[config.mk]
export PLATFORM = sky130hd
export DESIGN_NAME = gpu_instruction_arbiter
export DESIGN_NICKNAME = d
export VERILOG_FILES = /design/src/rtl/gpu_pkg.sv /design/src/rtl/gpu_sync_fifo.sv /design/src/rtl/gpu_instruction_arbiter.sv
export SDC_FILE = /design/constraint.sdc
export NUM_CORES = 1
export LEC_CHECK = 0
export ABC_AREA = 1
export ABC_CLOCK_PERIOD_IN_PS = 6050
export CORE_UTILIZATION = 35
export CTS_CLUSTER_SIZE = 14
export DETAILED_ROUTE_END_ITERATION = 6
export GPL_ROUTABILITY_DRIVEN = 0
export REMOVE_ABC_BUFFERS = 1
export SYNTH_ARGS = -nofsm -noshare
export SYNTH_HDL_FRONTEND = slang
export SYNTH_SLANG_ARGS = --single-unit
[constraint.sdc]
create_clock -name i_clk -period 6.05 [get_ports i_clk]
set_input_delay 0.9075 -clock i_clk [delete_from_list [all_inputs] [get_ports i_clk]]
set_output_delay 0.9075 -clock i_clk [all_outputs]
set_load 0.1 [all_outputs]
[src/rtl/gpu_pkg.sv]
// rtl/gpu_pkg.sv - shared instruction widths, opcodes and issue FSM encoding
//
// Purpose: common definitions for the pixel_generator front end.
// Ports:   none (package).
package gpu_pkg;

  localparam int INSTR_W  = 32;
  localparam int OPCODE_W = 8;

  localparam logic [OPCODE_W-1:0] OP_NOP                = 8'h00;
  localparam logic [OPCODE_W-1:0] OP_SET_BG_COLOR       = 8'h01;
  localparam logic [OPCODE_W-1:0] OP_SET_RED_BG_COLOR   = 8'h02;
  localparam logic [OPCODE_W-1:0] OP_SET_GREEN_BG_COLOR = 8'h03;
  localparam logic [OPCODE_W-1:0] OP_SET_BLUE_BG_COLOR  = 8'h04;
  localparam logic [OPCODE_W-1:0] OP_SET_BLACK_BG_COLOR = 8'h05;
  localparam logic [OPCODE_W-1:0] OP_SET_WHITE_BG_COLOR = 8'h06;
  localparam logic [OPCODE_W-1:0] OP_SET_PIXEL          = 8'h07;

  typedef enum logic [1:0] {
    ST_IDLE = 2'd0,
    ST_HOLD = 2'd1,
    ST_GAP  = 2'd2
  } issue_state_t;

  function automatic logic [OPCODE_W-1:0] opcode_of(input logic [INSTR_W-1:0] instr);
    return instr[OPCODE_W-1:0];
  endfunction

endpackage

[src/rtl/gpu_sync_fifo.sv]
// rtl/gpu_sync_fifo.sv - in-order synchronous FIFO with head-of-queue data
//
// Purpose: small queue between the requester arbiter and the issue FSM.
// Ports:
//   i_clk, i_reset_n   clock, synchronous active-low reset (flushes queue)
//   push, push_data    write one entry (ignored when full)
//   pop                remove the head entry (ignored when empty)
//   full, empty, count occupancy status
//   head               data of the oldest entry
module gpu_sync_fifo #(
  parameter int WIDTH = 32,
  parameter int DEPTH = 4
) (
  input  logic                     i_clk,
  input  logic                     i_reset_n,
  input  logic                     push,
  input  logic [WIDTH-1:0]         push_data,
  input  logic                     pop,
  output logic                     full,
  output logic                     empty,
  output logic [$clog2(DEPTH):0]   count,
  output logic [WIDTH-1:0]         head
);

  localparam int AW = $clog2(DEPTH);

  logic [WIDTH-1:0] mem [DEPTH];
  logic [AW-1:0]    wr_ptr;
  logic [AW-1:0]    rd_ptr;
  logic             do_push;
  logic             do_pop;

  assign full    = (count == (AW+1)'(DEPTH));
  assign empty   = (count == '0);
  assign do_push = push && !full;
  assign do_pop  = pop && !empty;
  assign head    = mem[rd_ptr];

  // Storage is not reset; occupancy alone decides what is valid.
  always_ff @(posedge i_clk) begin
    if (do_push) begin
      mem[wr_ptr] <= push_data;
    end
  end

  // Pointers wrap naturally because DEPTH is a power of two.
  always_ff @(posedge i_clk) begin
    if (!i_reset_n) begin
      wr_ptr <= '0;
      rd_ptr <= '0;
      count  <= '0;
    end else begin
      if (do_push) begin
        wr_ptr <= wr_ptr + 1'b1;
      end
      if (do_pop) begin
        rd_ptr <= rd_ptr + 1'b1;
      end
      case ({do_push, do_pop})
        2'b10:   count <= count + 1'b1;
        2'b01:   count <= count - 1'b1;
        default: count <= count;
      endcase
    end
  end

endmodule

[src/rtl/gpu_instruction_arbiter.sv]
// rtl/gpu_instruction_arbiter.sv - round-robin instruction arbiter and paced issuer for pixel_generator
//
// Purpose: merges two instruction requesters into an in-order queue and issues
// entries as spaced single-cycle strobes, holding SET_PIXEL until vblank.
// Ports:
//   i_clk, i_reset_n                         clock, synchronous active-low reset
//   i_req0_instruction/valid, o_req0_ready   requester 0 handshake
//   i_req1_instruction/valid, o_req1_ready   requester 1 handshake
//   i_vblank                                 vertical blanking level
//   o_instruction, o_instruction_ready       issue strobe and its payload
//   o_fifo_count                             queue occupancy
//   o_busy                                   work queued or in flight
module gpu_instruction_arbiter
  import gpu_pkg::*;
#(
  parameter int                  DEPTH        = 4,
  parameter int                  SPACING      = 2,
  parameter logic [OPCODE_W-1:0] PIXEL_OPCODE = 8'h07
) (
  input  logic                   i_clk,
  input  logic                   i_reset_n,
  input  logic [INSTR_W-1:0]     i_req0_instruction,
  input  logic                   i_req0_valid,
  output logic                   o_req0_ready,
  input  logic [INSTR_W-1:0]     i_req1_instruction,
  input  logic                   i_req1_valid,
  output logic                   o_req1_ready,
  input  logic                   i_vblank,
  output logic [INSTR_W-1:0]     o_instruction,
  output logic                   o_instruction_ready,
  output logic [$clog2(DEPTH):0] o_fifo_count,
  output logic                   o_busy
);

  localparam int GW = (SPACING > 1) ? $clog2(SPACING + 1) : 1;

  logic                   fifo_full;
  logic                   fifo_empty;
  logic [$clog2(DEPTH):0] fifo_count;
  logic [INSTR_W-1:0]     fifo_head;
  logic                   fifo_push;
  logic                   fifo_pop;

  logic                   rr_ptr;      // 0: req0 has priority, 1: req1
  logic                   req0_wins;
  logic                   req1_wins;
  logic                   accept0;
  logic                   accept1;
  logic [INSTR_W-1:0]     accept_instr;

  issue_state_t           state;
  logic [GW-1:0]          gap_cnt;
  logic                   head_gated;
  logic                   stage_valid;
  logic [INSTR_W-1:0]     stage_data;

  gpu_sync_fifo #(
    .WIDTH (INSTR_W),
    .DEPTH (DEPTH)
  ) u_fifo (
    .i_clk     (i_clk),
    .i_reset_n (i_reset_n),
    .push      (fifo_push),
    .push_data (accept_instr),
    .pop       (fifo_pop),
    .full      (fifo_full),
    .empty     (fifo_empty),
    .count     (fifo_count),
    .head      (fifo_head)
  );

  // A requester is ready unless the queue is full or the other side wins.
  // Idle requesters therefore see ready high, which is harmless.
  assign req0_wins    = i_req0_valid && (!i_req1_valid || !rr_ptr);
  assign req1_wins    = i_req1_valid && (!i_req0_valid ||  rr_ptr);
  assign o_req0_ready = !fifo_full && !req1_wins;
  assign o_req1_ready = !fifo_full && !req0_wins;
  assign accept0      = i_req0_valid && o_req0_ready;
  assign accept1      = i_req1_valid && o_req1_ready;
  assign accept_instr = accept1 ? i_req1_instruction : i_req0_instruction;

  // NOPs complete the handshake but never occupy a queue slot.
  assign fifo_push = (accept0 || accept1) && (opcode_of(accept_instr) != OP_NOP);

  always_ff @(posedge i_clk) begin
    if (!i_reset_n) begin
      rr_ptr <= 1'b0;
    end else if (accept0) begin
      rr_ptr <= 1'b1;
    end else if (accept1) begin
      rr_ptr <= 1'b0;
    end
  end

  // Pixel writes at the head block everything behind them until vblank.
  assign head_gated = (opcode_of(fifo_head) == PIXEL_OPCODE) && !i_vblank;
  assign fifo_pop   = ((state == ST_IDLE) || (state == ST_HOLD)) && !fifo_empty && !head_gated;

  // The popped head sits one cycle in stage_* before it is strobed out, giving
  // two cycles from acceptance to strobe. Once popped it always issues.
  always_ff @(posedge i_clk) begin
    if (!i_reset_n) begin
      state               <= ST_IDLE;
      gap_cnt             <= '0;
      stage_valid         <= 1'b0;
      stage_data          <= '0;
      o_instruction       <= '0;
      o_instruction_ready <= 1'b0;
    end else begin
      o_instruction_ready <= stage_valid;
      o_instruction       <= stage_valid ? stage_data : '0;
      stage_valid         <= 1'b0;
      stage_data          <= '0;
      case (state)
        ST_IDLE, ST_HOLD: begin
          if (fifo_pop) begin
            stage_valid <= 1'b1;
            stage_data  <= fifo_head;
            gap_cnt     <= '0;
            state       <= (SPACING > 1) ? ST_GAP : ST_IDLE;
          end else if (!fifo_empty) begin
            state <= ST_HOLD;
          end else begin
            state <= ST_IDLE;
          end
        end
        ST_GAP: begin
          // GAP lasts SPACING-1 cycles counting the pop cycle's successor.
          if (int'(gap_cnt) >= SPACING - 2) begin
            state <= ST_IDLE;
          end else begin
            gap_cnt <= gap_cnt + 1'b1;
          end
        end
        default: state <= ST_IDLE;
      endcase
    end
  end

  assign o_fifo_count = fifo_count;
  assign o_busy       = !fifo_empty || (state != ST_IDLE) || stage_valid;

endmodule

### Word level (Yosys, flattened, before mapping)

Memory sizes are Yosys's and may differ from the RTL's. A register that Yosys moved wholly into a read port is not among the register bits.
Cells that the tools add are included.

* add/subtract/negate cells: 4
* eq/ne operators: 5
* muxes and demuxes: 11
* bitwise logic cells: 2
* reduce and logical (&&, ||, !) cells: 38

Operators by type and width (count)
* 32-bit 2-to-1 mux: 1
* 1-bit logical AND: 12
* 1-bit zero test: 9
* 8-bit by 3-bit equality test with 1-bit output, second input constant: 1
* 8-bit nonzero test: 1
* 1-bit logical OR: 6
* 1-bit 2-to-1 mux: 6
* 2-bit 2-to-1 mux: 3
* 3-bit one-hot mux with 2 select lines: 1
* 2-bit nonzero test: 3
* 2-bit by 1-bit adder with 2-bit output, second input constant: 2
* 2-bit by 1-bit equality test with 1-bit output, second input constant: 2
* 2-bit AND reduction: 2
* 3-bit by 1-bit adder with 3-bit output, second input constant: 1
* 3-bit equality test, second input constant: 1
* 3-bit zero test: 1
* 3-bit AND reduction: 1
* 3-bit OR reduction: 1
* 3-bit by 1-bit subtractor with 3-bit output, second input constant: 1
* 2-bit equality test, second input constant: 1
* 2-bit zero test: 1
* 1-bit NOT: 2
* 2-bit OR reduction: 1

* bits in registers: 76
* bits in writable memories: 128
* input port bits: 69
* output and inout bits: 39
* word-level logic and storage cells: 71
* memories: 1

Memory list
* u_fifo.mem: depth 4, width 32, rd ports 1, clocked after memory_dff 1, wr ports 1, line gpu_sync_fifo.sv:27 `logic [WIDTH-1:0] mem [DEPTH];`

### Depth between registers and ports, before layout

Gate-level depths: netlist of run 1.

* depth in word-level cells: 12
* depth in mapped cells: 18
* depth with buffers taken out: 17

### Modules after synthesis

Synthesis of run 1 repeated with hierarchy kept, for this count alone.

* cell total of the unflattened synthesis: 691
* area, all modules: 7882.6 sq um

By module, submodules not included
* gpu_sync_fifo: instances 1, cells each 378, area an instance 5265.0 sq um, sequential area each 4023.9 sq um
* gpu_instruction_arbiter: instances 1, cells each 313, area an instance 2617.5 sq um, sequential area each 1361.3 sq um

### Least setup slack after synthesis of run 1

OpenSTA, ideal clock, no wires.

* kind: reg2reg
* start point: reg u_fifo.count[0]
* end point: mem u_fifo.mem[0][0] (enable)
* setup time: 0.421 ns
* arrival: 3.935 ns
* data required time: 5.629 ns
* path slack: 1.694 ns
* stages on the path, launching flop included: 10
* path buffers: 1
* clock period less this slack: 4.356 ns
* cells stage by stage: dfxtp_1 nor2_1 nand2_1 buf_2 nand3_1 inv_1 nand2_1 nand2_1 nand2_1 nor2_1

* elaborated cells on any way between the ends: 13
* classes of those cells: 1 x eq/ne; 3 x mux; 9 x reduce/logical

RTL lines
* from (decl): line gpu_sync_fifo.sv:21 `output logic [$clog2(DEPTH):0] count,`
* from (signal assigned): line gpu_sync_fifo.sv:60 `2'b10: count <= count + 1'b1;`
* from (signal assigned): line gpu_sync_fifo.sv:61 `2'b01: count <= count - 1'b1;`
* from (signal assigned): line gpu_sync_fifo.sv:62 `default: count <= count;`
* 3-bit equality test: line gpu_sync_fifo.sv:33 `assign full = (count == (AW+1)'(DEPTH));`
* 1-bit zero test: line gpu_instruction_arbiter.sv:76 `assign o_req0_ready = !fifo_full && !req1_wins;`
* 1-bit logical AND: line gpu_instruction_arbiter.sv:76
* named net o_req0_ready: line gpu_instruction_arbiter.sv:24 `output logic o_req0_ready,`
* 1-bit logical AND: line gpu_instruction_arbiter.sv:78 `assign accept0 = i_req0_valid && o_req0_ready;`
* 1-bit logical OR: line gpu_instruction_arbiter.sv:83 `assign fifo_push = (accept0 || accept1) && (opcode_of(accept_instr) != OP_NOP);`
* 1-bit logical AND: line gpu_instruction_arbiter.sv:83
* 1-bit logical AND: line gpu_sync_fifo.sv:35 `assign do_push = push && !full;`
* 1-bit 2-to-1 mux: line gpu_sync_fifo.sv:41 `if (do_push) begin`
* 1-bit 2-to-1 mux (not written as such): line gpu_sync_fifo.sv:42 `mem[wr_ptr] <= push_data;`
* to (decl): line gpu_sync_fifo.sv:27

The timed path passes the listed nets, and every way through them passes these cells.

### Final worst setup path of run 1

* start point: in i_req0_valid
* end point: reg u_fifo.count[2]

* word-level cells in the longest chain between the ends: 11
* elaborated cells on any way between the ends: 19
* classes of those cells: 2 x eq/ne; 2 x mux; 15 x reduce/logical

Ends and longest elaborated chain
* from (decl): line gpu_instruction_arbiter.sv:23 `input logic i_req0_valid,`
* branches (longest 7 deep; another with 32-bit 2-to-1 mux)
* 1-bit logical AND (*): line gpu_instruction_arbiter.sv:83
* 1-bit logical AND (*): line gpu_sync_fifo.sv:35
* 2-bit by 1-bit equality test with 1-bit output or 2-bit equality test (tied branches): line gpu_sync_fifo.sv:59 `case ({do_push, do_pop})`
* 3-bit one-hot mux with 2 select lines or 2-bit nonzero test (tied branches)

Every way passes the cells marked *.
A chain may end at the register's enable or synchronous reset.

==> results of run 1 <==
power by group through the flow:
stage	combinational, W	clock (W)	sequential [W]
after global routing	0.00151	0.00135	0.00186
after detailed placement	0.00137	0	0.00187
final	0.00135	0.00127	0.00184
after floorplan	0.000753	0	0.00208
after CTS	0.00138	0.00130	0.00184
after global placement	0.00135	0	0.00187
per-layer routing:
metal / wire length [µm] / track usage (%) / vias to the layer above
li1: - / - / 2501
met1: 6929 / 17.66 / 2262
met2: 7105 / 22.83 / 111
met3: 613 / 2.289 / 27
met4: 327 / 3.950 / 0
met5: 0 / 0 / -
placed cells by master (no fill, tap or decap), drive strengths merged:
cell type / n
clkinv: 7
xor2: 1
a21oi: 8
fa: 1
mux2: 24
nor2: 129
clkdlybuf4s50: 107
buf: 2
nand2: 85
nor4: 1
ha: 5
nand3b: 7
inv: 108
o21ai: 52
edfxtp: 128
nand3: 22
clkbuf: 28
dfxtp: 77
o22ai: 24
bufinv: 2
how the worst min path moves through the flow:
stage | from | endpoint | slack, ns
2_1_floorplan | stage_data[0] | o_instruction[0] | 0.39
3_3_place_gp | stage_data[28] | o_instruction[28] | 0.40
3_5_place_dp | stage_data[13] | o_instruction[13] | 0.40
4_1_cts | stage_data[13] | o_instruction[13] | 0.41
5_1_grt | stage_data[8] | o_instruction[8] | 0.42
6_report | stage_data[22] | o_instruction[22] | 0.41
sequential cells by signal, indices dropped and copies added (netlist names), named ones only:
name                 count
state                    2
stage_data              32
o_instruction           32
u_fifo.mem             128
u_fifo.wr_ptr            2
rr_ptr                   1
u_fifo.count             3
u_fifo.rd_ptr            2
o_instruction_ready      1
cells by family (layout without fill, tap and decap cells):
logic type                 after synthesis  in the layout  synth area share (%)
and+or+nand+nor                        244            244                 13.04
DFF                                    205            205                 69.04
buffers and inverters                  137            254                 7.507
AOI/OAI and AO/OA                       84             84                 5.775
muxes                                   24             24                 3.465
adders and majority gates                6              6                 1.059
xor gates and xnor gates                 1              1                0.1123
stage by stage:
stage               util, %  worst slack [ns]  total power, W  hold WS (ns)
floorplan                 -             1.700        0.002829        0.3936
global placement      41.66             1.683        0.003221        0.3982
detailed placement    41.66             1.585        0.003240        0.3972
CTS                   44.77             2.102        0.004517        0.4072
global route          44.77             1.724        0.004724        0.4188
finish                44.77             2.170        0.004458        0.4064
worst max-delay path, stage by stage:
cell             delay (ns)
clkdlybuf4s50_1        0.49
inv_1                  0.04
nand2_1                0.08
nand2_2                0.13
nand2_2                0.66
nand2_1                0.10
nand2_1                0.12
nand2_1                0.06
nor2_1                 0.10
nand2_1                0.11
nand2_1                0.34
ha_1                   0.23
inv_1                  0.07
fa_1                   0.37
a21oi_1                0.13
o21ai_0                0.10
o21ai_0                0.15
a21oi_1                0.05
final cells by class:
| cell class | count | share of cell area (%) |
|---|---|---|
| Clock buffer | 28 | 5.968 |
| Inverter | 108 | 4.175 |
| Multi-Input combinational cell | 359 | 19.06 |
| Timing Repair Buffer | 109 | 11.12 |
| Tap cell | 280 | 3.586 |
| Clock inverter | 9 | 0.9606 |
| Sequential cell | 205 | 55.14 |
==> results_dict.tcl, run 1 <==
set metrics [dict create \
    layout.cells.non_filler 1098 \
    core_um2 21820 \
    clkPwrFrac_pct 28.5 \
    p_comb_share_pct 30.3 \
    io_pins 108 \
    syn_area_per_cell_um2 11.13 \
    grt_max_degree 66 \
    wl_per_cell_um 13.64 \
    final_nets 879 \
    maxSlewViolCount 0 \
    p_sw_share_pct 34.56 \
    power_density_nw_per_um2 456.4 \
    synth-edff-count 128 \
    cts.sinks 205 \
    dpl.cell_count 1061 \
    fill_cells 2032 \
    reg2reg_to "u_fifo.count[2]" \
    reg2reg_depth 16 \
    synth_seq_cells 205 \
    grt_pass1_wl_um 23800 \
    regToRegSetupSlack_ns 2.54 \
    skew_ns 0.01202 \
    finalHoldViolCount 0 \
    period_share_pct 64.14 \
    fmax_mhz 257.7 \
    netlist_instances 701 \
    insertion_delay_ns 0.49 \
    first_pass_iters 4 \
    cts-root-buf "clkbuf_16" \
    io_buffer_count 107 \
    max_slew_margin_pct 26.73 \
    required_ns 6.42 \
    syn_area_um2 7800 \
    area_growth_pct 25.25 \
    vias_per_cell 4.464 \
    cts_tree "done" \
    fin_crit_ns 3.880 \
    synthArstFlopShare_pct 0 \
    rr_startpoint "u_fifo.count[0]" \
    initial_core_util_pct 35.74 \
    design_area_um2 9769 \
    synth_top_area_share_pct 49.28 \
    synth.area.top_cells "edfxtp_1, dfxtp_1, nor2_1" \
    pwr-share-seq_pct 41.2 \
    die_h_um 151.3 \
    layout-drive-gt1-share_pct 9.658 \
    drc_errors 0 \
    rsz0062_at_grt "no" \
    cts_resized 0 \
    antenna_cells 0 \
    die_x_um 151.3 \
    synth_top_area_cell "edfxtp_1" \
    crit_end "u_fifo.count[2]" \
    seqCellArea_um2 5386 \
    drt-total-wl_um 14980 \
    p_switching_w 0.001541 \
    hold_buffers 0 \
    setup_tns_ns 0 \
    intPower_w 0.002917 \
    initialDrtViolationCount 264 \
    antenna_found_initial 0 \
    synthFlopType "edfxtp_1" \
    cp-start-kind "primary input" \
    grt_overflow 0 \
    ys_seq_area_share_pct 69.04 \
    cp-startpoint "i_req0_valid" \
    finalSetupViolations 0 \
    ys_warn_count 0 \
    worst_pin_slew_ns 1.097 \
    first_global_vias 4603 \
    cts_setup_buffers 0 \
    postRouteAntennaNets 0 \
    synth_cell_type_count 27 \
    critical_path.endpoint_type "register" \
    hold_depth 2 \
    ys_top_cells_by_count "edfxtp_1, nor2_1, inv_1, nand2_1, dfxtp_1" \
    hold_path_class "reg -> reg" \
    grt_usage_pct 13.50 \
    p_leak_nw 3.741 \
    maxCapViolations 0 \
    num_vias 4901 \
    status "completed" \
    multi_input_area_um2 1862 \
    critPathMaxFanout 34 \
    clkTransAtPathRegs_ns 0.06 \
    critPathArrivalTime_ns 4.25 \
    die_area_um2 22890 \
    crit_type "in -> reg" \
    yosysMostFrequentCell "edfxtp_1" \
    cts_made_buffers 21 \
    rows 54 \
    dp_hpwl_um 8609 \
    cts_buffer_depth 3 \
    ir_drop_v 0.0002319 \
    cts-htree-levels 1 \
    dpl_cell_area_um2 9092 \
]
Note: power is estimated with default switching activity, not from simulation.
==> inputs of run 2 (changes only) <==
- ABC_CLOCK_PERIOD_IN_PS: 6050 -> 3800
- clock period: 6.05 -> 3.8 ns (I/O delays scaled with it)
==> results_dict.tcl, run 2 (synthesized netlist as in run 1, its figures left out) <==
set metrics [dict create \
    layout-drive-gt1-share_pct 10.72 \
    dp_hpwl_um 9184 \
    cts_tree "done" \
    cts_setup_buffers 0 \
    grt_max_degree 65 \
    worst_pin_slew_ns 0.9806 \
    rsz0062_at_grt "no" \
    num_vias 4901 \
    max_slew_margin_pct 34.43 \
    whs_ns 0.4055 \
    cts_made_buffers 22 \
    period_share_pct 75.17 \
    final_nets 889 \
    reg2reg_depth 16 \
    drc_errors 0 \
    hold_path_class "reg -> reg" \
    critPathArrivalTime_ns 2.29 \
    grt_usage_pct 13.66 \
    clkTransAtPathRegs_ns 0.06 \
    vias_per_cell 4.415 \
    antenna_found_initial 0 \
    crit_type "reg -> out" \
    ir_drop_v 0.0004025 \
    critical_path.endpoint_type "output port" \
    rows 54 \
    top_register "u_fifo.mem" \
    hold_depth 2 \
    final_cell_mix "edfxtp_1, nor2_1, inv_1, clkdlybuf4s50_1, nand2_1" \
    cts_buffer_depth 3 \
    postRouteAntennaNets 0 \
    fin_crit_ns 2.856 \
    die_h_um 151.3 \
    die_area_um2 22890 \
    p_leak_nw 3.797 \
    grt_overflow 0 \
    setup_ws_ns 0.9436 \
    cp-start-kind "register" \
    critPathMaxFanout 5 \
    skew_ns 0.01193 \
    multi_input_area_um2 1862 \
    status "completed" \
    hold_buffers 0 \
    finalHoldViolCount 0 \
    seqCellArea_um2 5386 \
    drt-total-wl_um 15170 \
    maxCapViolations 0 \
    fmax_mhz 350.1 \
    cts-root-buf "clkbuf_16" \
    die_x_um 151.3 \
    grt_pass1_wl_um 24080 \
    place_ws_ns 0.5595 \
    initialDrtViolationCount 267 \
    fill_cells 2063 \
    initial_core_util_pct 35.74 \
    first_pass_iters 6 \
    cts_resized 0 \
    finalSetupViolations 0 \
    io_buffer_count 107 \
    largest_register_ff_count 128 \
    first_global_vias 4700 \
    cts-htree-levels 1 \
    layout_commonest_cell "edfxtp_1" \
    insertion_delay_ns 0.49 \
    area_growth_pct 26.72 \
    cts.sinks 205 \
    io_pins 108 \
    core_um2 21820 \
    antenna_cells 0 \
    largestRegisters "u_fifo.mem x128, o_instruction x32, stage_data x32" \
    maxSlewViolCount 0 \
    wl_per_cell_um 13.66 \
    power_density_nw_per_um2 722.2 \
    required_ns 3.23 \
]
[run 2: final timing paths]
kind | startpoint | end | slack [ns]
hold reg to reg | stage_data[24] | o_instruction[24] | 0.41
setup / recovery | u_fifo.count[0] | o_busy | 0.94
setup reg to reg | register | u_fifo.count[2] | 1.00
hold / removal | stage_data[24] | o_instruction[24] | 0.41
[run 2: area by class of cell]
class / instances / area share (%)
clock buffer: 38 / 6.899
clock inverter: 2 / 0.1013
inverter: 108 / 4.127
multi-input combinational: 359 / 18.84
sequential: 205 / 54.49
tap: 280 / 3.544
timing repair buffer: 118 / 12.00
[run 2: layer usage]
metal / GRT usage, % / wire length, µm
met1: 17.82 / 7015
met2: 23.47 / 7284
met3: 2.530 / 638
met4: 3.000 / 225
met5: 0 / 0
[run 2: worst max-delay path, stage by stage (launching register included)]
cell             delay (ns)
dfxtp_1                0.39
nor2_1                 0.08
nand2_1                0.08
inv_1                  0.06
nand2_1                0.05
clkdlybuf4s50_1        1.13
[run 2: report_power, final]
part	internal [W]	leakage, nW	total [W]	switching (W)
Combinational	0.000639	1.66	0.00220	0.00156
Sequential	0.00282	1.80	0.00293	0.000105
Clock	0.00121	0.339	0.00201	0.000803
[run 2: per-stage QoR]
| stage | util [%] | TNS (ns) | cell area, µm² | cells | power (W) |
|---|---|---|---|---|---|
| floorplan | - | -70.38 | 7622 | 672 | 0.004504 |
| global placement | 42.12 | 0 | 9193 | 1070 | 0.005181 |
| detailed placement | 42.12 | 0 | 9193 | 1070 | 0.005202 |
| CTS | 45.29 | 0 | 9884 | 1110 | 0.007234 |
| global route | 45.29 | 0 | 9884 | 1110 | 0.007559 |
| finish | 45.29 | 0 | 9884 | 1110 | 0.007138 |
